--- src/rtl/seven_seg_scan_ctrl.sv ---
// Purpose: time-multiplexed 4-digit BCD scan controller with shadow/active value
//          registers, leading-zero blanking and non-BCD digit suppression.
// Latency: accepted load -> active at next frame end (or next cycle when IDLE);
//          frame = 4*(DIV+1) cycles.
// Backpressure: ready=0 while a value is pending; loads seen with ready=0 are dropped.
// Ports: clk/rst_n (async active-low), en (scan enable), load/value_in/ready (value
//        handshake), blank_lz (leading-zero blanking), bcd_out/dig_en (display drive),
//        frame_done (end-of-frame pulse), err (active value holds a digit > 9).
module seven_seg_scan_ctrl #(
  parameter int unsigned DIV = 4
) (
  input  logic        clk,
  input  logic        rst_n,
  input  logic        en,
  input  logic        load,
  input  logic [15:0] value_in,
  input  logic        blank_lz,
  output logic [3:0]  bcd_out,
  output logic [3:0]  dig_en,
  output logic        ready,
  output logic        frame_done,
  output logic        err
);

  typedef enum logic [1:0] {
    S_IDLE = 2'd0,
    S_ON   = 2'd1,
    S_GAP  = 2'd2
  } state_t;

  localparam logic [15:0] PRE_MAX = 16'(DIV - 1);

  state_t      r_state;
  logic [1:0]  r_idx;
  logic [15:0] r_pre;
  logic [15:0] r_shadow;
  logic [15:0] r_active;
  logic        r_pending;
  logic [3:0]  r_dig_en;
  logic        r_frame_done;
  logic        r_err;

  logic        w_frame_end;
  logic        w_commit;
  logic        w_accept;
  logic [15:0] w_act_nxt;
  logic [1:0]  w_idx_on;
  logic [3:0]  w_on_mask;

  // Digit k is shown unless it is non-BCD or it is a leading zero (k>0 and
  // every digit from k upward is zero).
  function automatic logic digit_lit(input logic [15:0] v, input logic [1:0] k,
                                     input logic blz);
    logic [3:0] d;
    logic       lz;
    d = v[{k, 2'b00} +: 4];
    case (k)
      2'd0:    lz = 1'b0;
      2'd1:    lz = (v[15:4] == 12'd0);
      2'd2:    lz = (v[15:8] == 8'd0);
      default: lz = (v[15:12] == 4'd0);
    endcase
    return (d <= 4'd9) && !(blz && lz);
  endfunction

  function automatic logic has_bad(input logic [15:0] v);
    return (v[3:0] > 4'd9) || (v[7:4] > 4'd9) || (v[11:8] > 4'd9) || (v[15:12] > 4'd9);
  endfunction

  assign w_frame_end = (r_state == S_GAP) && (r_idx == 2'd3);
  assign w_commit    = r_pending && (w_frame_end || (r_state == S_IDLE));
  assign w_accept    = load && !r_pending;
  // Value that will be active after this edge; the slot being entered must be
  // judged against it so a commit at frame end blanks digit 0 correctly.
  assign w_act_nxt   = w_commit ? r_shadow : r_active;
  // Index of the slot entered on this edge (only meaningful when entering ON).
  assign w_idx_on    = (r_state == S_GAP) ? (r_idx + 2'd1) : 2'd0;
  // blank_lz is sampled only on slot entry, so a change never cuts a slot short.
  assign w_on_mask   = digit_lit(w_act_nxt, w_idx_on, blank_lz) ?
                       (4'b0001 << w_idx_on) : 4'b0000;

  always_ff @(posedge clk or negedge rst_n) begin
    if (!rst_n) begin
      r_state      <= S_IDLE;
      r_idx        <= 2'd0;
      r_pre        <= 16'd0;
      r_shadow     <= 16'd0;
      r_active     <= 16'd0;
      r_pending    <= 1'b0;
      r_dig_en     <= 4'b0000;
      r_frame_done <= 1'b0;
      r_err        <= 1'b0;
    end else begin
      // Accept and commit are mutually exclusive: one needs pending clear,
      // the other needs it set.
      if (w_accept) begin
        r_shadow  <= value_in;
        r_pending <= 1'b1;
      end else if (w_commit) begin
        r_active  <= r_shadow;
        r_pending <= 1'b0;
        r_err     <= has_bad(r_shadow);
      end

      r_frame_done <= 1'b0;

      case (r_state)
        S_IDLE: begin
          r_idx    <= 2'd0;
          r_pre    <= 16'd0;
          r_dig_en <= 4'b0000;
          if (en) begin
            r_state  <= S_ON;
            r_dig_en <= w_on_mask;
          end
        end
        S_ON: begin
          if (!en) begin
            r_state  <= S_IDLE;
            r_idx    <= 2'd0;
            r_pre    <= 16'd0;
            r_dig_en <= 4'b0000;
          end else if (r_pre == PRE_MAX) begin
            r_state      <= S_GAP;
            r_pre        <= 16'd0;
            r_dig_en     <= 4'b0000;
            // The GAP after digit 3 is the frame-end cycle.
            r_frame_done <= (r_idx == 2'd3);
          end else begin
            r_pre <= r_pre + 16'd1;
          end
        end
        S_GAP: begin
          if (!en) begin
            r_state  <= S_IDLE;
            r_idx    <= 2'd0;
            r_pre    <= 16'd0;
            r_dig_en <= 4'b0000;
          end else begin
            r_state  <= S_ON;
            r_idx    <= w_idx_on;
            r_dig_en <= w_on_mask;
          end
        end
        default: begin
          r_state  <= S_IDLE;
          r_idx    <= 2'd0;
          r_pre    <= 16'd0;
          r_dig_en <= 4'b0000;
        end
      endcase
    end
  end

  assign bcd_out    = r_active[{r_idx, 2'b00} +: 4];
  assign dig_en     = r_dig_en;
  assign ready      = !r_pending;
  assign frame_done = r_frame_done;
  assign err        = r_err;

endmodule

--- config.mk ---
export PLATFORM = sky130hd
export DESIGN_NAME = seven_seg_scan_ctrl
export DESIGN_NICKNAME = d
export VERILOG_FILES = /design/src/rtl/seven_seg_scan_ctrl.sv
export SDC_FILE = /design/constraint.sdc
export NUM_CORES = 1
export LEC_CHECK = 0
export CORE_MARGIN = 2
export CORE_UTILIZATION = 56
export DETAILED_ROUTE_END_ITERATION = 8
export PLACE_DENSITY = 0.87
export SLEW_MARGIN = 0
export SYNTH_ARGS = -nofsm -noshare
export SYNTH_HDL_FRONTEND = slang
export SYNTH_SLANG_ARGS = --single-unit
--- constraint.sdc ---
create_clock -name clk -period 2.6 [get_ports clk]
set_input_delay 0.65 -clock clk [delete_from_list [all_inputs] [get_ports clk]]
set_output_delay 0.65 -clock clk [all_outputs]
set_load 0.02 [all_outputs]
==> results.ini <==
[worst_setup_path]
cp_slowest_cell=clkdlybuf4s50_1
critPathArrivalTime_ns=1.90
worstSetupPathType=reg -> out
worst_ep_required_time_ns=1.95
end_kind=primary output
cp_cell_sequence=mux4_2 > clkdlybuf4s50_1
cpPeakStageDelay_ns=0.56
startpoint_type=flip-flop
cp_max_fo=6

[timing]
drv_slew=0
clock_skew_ns=0.00855
slew_headroom=0.567
max_freq_ghz=0.393
min_period_over_period=0.979
finalWorstSetupSlack_ns=0.0536
finalCriticalPeriod_ns=2.55
tightest_slew_ns=0.650
setup_viol=0
final-hold-violation-count=0

[global_routing]
grt_max_degree=30
grt_pass1_wl_mm=11.0
grt_pass1_vias=2174
antenna_found_initial=0
grt.overflow.total=0
grt_use_total=0.244

[power_and_ir_drop]
p_int_uw=2130
pwr-share-comb=0.289
power.clock.fraction=0.242
power_switching_uw=1010
sw_frac_of_total=0.322
p_seq_frac=0.469
power_density_nw_per_um2=902
max-vdd-ir-drop_uv=487
leakage_uw=0.00148

[clock_network]
cts_tree=built
clk_latency_ns=0.34
cts_root_buffer=clkbuf_8
clock-sinks=59
cts_buffers=9
clk_pin_slew_ns=0.07
cts.hold.buffers_added=0
htree_levels=3
cts_buffer_depth=2

[logic_synthesis]
synth_top_area_share=0.509
synth_edf_count=0
synth_cells=253
synth_area_um2=2900
synth_nets=276
yosysMostFrequentCell=dfrtp_1
synth_area_leader_cell=dfrtp_1
synth-async-reset-ratio=1.00
ys_seq_area_frac=0.509
yosysWarnings=0
ys_top_cells_by_area=dfrtp_1 (51%), mux2_2 (11%), o21ai_0 (4.8%), mux4_2 (3.9%), nand2_1 (2.5%)
ys_ff_latch=59
synthTopCellsByCount=dfrtp_1 (59), mux2_2 (29), o21ai_0 (28), nand2_1 (19), nor2_1 (16)
ys_types=49
synth.avg_cell_area_um2=11.5
synthFlopType=dfrtp_1

[route]
routed_wl_mm=6.35
post-route-drc-count=0
first_pass_iters=4
vias_per_cell=5.94
dr_total_vias=2175
routedWlPerCell_um=17.4
ant_nets=0
drt_iter0_drc=215

[placed_design]
routabilityCongestion=0.958
port_buffers=31
hpwl_mm=4.53
pre_cts_ws_ns=0.137

[layout]
diodes=0
area_delta_synth_final_pct=20.1
layout-drive-gt1-share=0.233
fin_util=0.691
fillers=374
fin_nets=315

[floorplan]
die-area_um2=5770
fp.dieW_um=76.0
die_h_um=76.0
start_util=0.575
ios=32
core_area_um2=5040
floorplan.rows=26

[worst_hold_path]
hold_class=in -> async

[flow_run]
max_cap_violations=0

[status]
status=finished clean

-- worst max-delay path: cells and delay by family (launching register included) --
| kind | cells | cell delay, ns |
|---|---|---|
| buffers and inverters | 1 | 0.56 |
| flip-flops | 1 | 0.46 |
| multiplexers | 1 | 0.55 |
-- power by group through the flow --
stage	clock network [µW]	registers (µW)	logic (µW)
global route	823	1510	976
global placement	0	1470	870
floorplan	0	1380	629
detailed placement	0	1480	906
CTS	768	1470	910
finish	761	1470	906
-- registers in the layout, summed over array words and instances, names as in the netlist --
| signal | cells |
|---|---|
| r_active | 16 |
| frame_done | 1 |
| r_pending | 1 |
| r_shadow | 16 |
| err | 1 |
| dig_en | 4 |
| r_idx | 2 |
| r_pre | 16 |
| r_state | 2 |
-- placed cells by master, fill, tap and decap left out, types with 2 or more instances in the layout --
| cell | netlist | routed |
|---|---|---|
| a22o_1 | 3 | 3 |
| a32o_2 | 2 | 2 |
| and2_0 | 2 | 2 |
| and2_1 | 2 | 2 |
| and2b_2 | 2 | 2 |
| and3_1 | 6 | 6 |
| buf_4 | 0 | 6 |
| clkbuf_8 | 1 | 12 |
| clkdlybuf4s50_1 | 0 | 30 |
| clkinv_2 | 0 | 2 |
| dfrtp_1 | 59 | 58 |
| ha_1 | 2 | 2 |
| inv_1 | 4 | 4 |
| mux2_2 | 29 | 29 |
| mux2i_1 | 3 | 3 |
| mux4_2 | 5 | 5 |
| nand2_1 | 19 | 19 |
| nand2b_1 | 2 | 2 |
| nand3_1 | 10 | 10 |
| nand4_1 | 3 | 3 |
| nor2_1 | 16 | 16 |
| nor2b_1 | 4 | 4 |
| nor3_1 | 3 | 3 |
| nor4_1 | 7 | 7 |
| o2111ai_1 | 2 | 2 |
| o21ai_0 | 28 | 28 |
| o311a_1 | 2 | 2 |
| o31ai_1 | 5 | 5 |
| or2b_1 | 2 | 2 |
| or4_4 | 2 | 2 |
-- kinds of logic after synthesis --
kind of cell / Yosys count / synth area share
xor gates and xnor gates: 2 / 0.00604
adders and majority gates: 2 / 0.00863
buffers and inverters: 14 / 0.0242
muxes: 37 / 0.162
AOI/OAI and AO/OA: 52 / 0.126
and+or+nand+nor: 87 / 0.165
DFF: 59 / 0.509
-- metrics by stage --
step / power [µW] / setup TNS (ns) / instances / area (µm²) / hold slack [ns]
floorplan: 2010 / 0 / 253 / 2900 / 0.354
global placement: 2340 / 0 / 350 / 3300 / 0.459
detailed placement: 2390 / 0 / 350 / 3300 / 0.474
CTS: 3140 / 0 / 365 / 3480 / 0.350
global route: 3310 / -0.0116 / 366 / 3480 / 0.378
finish: 3140 / 0 / 366 / 3480 / 0.334
-- path summary, 6_finish.rpt --
kind / start / end / slack, ns / depth (start not counted)
max: r_idx[0] / bcd_out[0] / 0.05 / 2
min: rst_n / r_active[1] / 0.33 / 1
max reg2reg: r_idx[0] / dig_en[3] / 0.14 / 7
min reg2reg: err / err / 0.49 / 1
max in group asynchronous: rst_n / r_idx[0] / 1.59 / 2
min in group clk: err / err / 0.49 / 1
-- routing by layer --
layer	vias up	part of all wire	track usage
met3	14	0.046	0.0464
met2	74	0.47	0.364
met4	0	0.023	0.111
li1	1020	-	-
met1	1067	0.46	0.350
met5	-	0	0
-- layout make-up --
type	instances	area, µm²	area share
clock buffers	13	169	0.0485
clock inverters	2	10.0	0.00287
inverters	4	15.0	0.00431
multi-input cells	180	1350	0.389
flip-flops and latches	59	1480	0.424
well taps	70	87.6	0.0251
repair buffers	38	370	0.106
-- repair_timing --
item	CTS	global route
setup buffers	0	1
gates resized for setup	1	0
setup endpoints to repair	4	5
No activity file was read; power rests on OpenSTA's default activity.
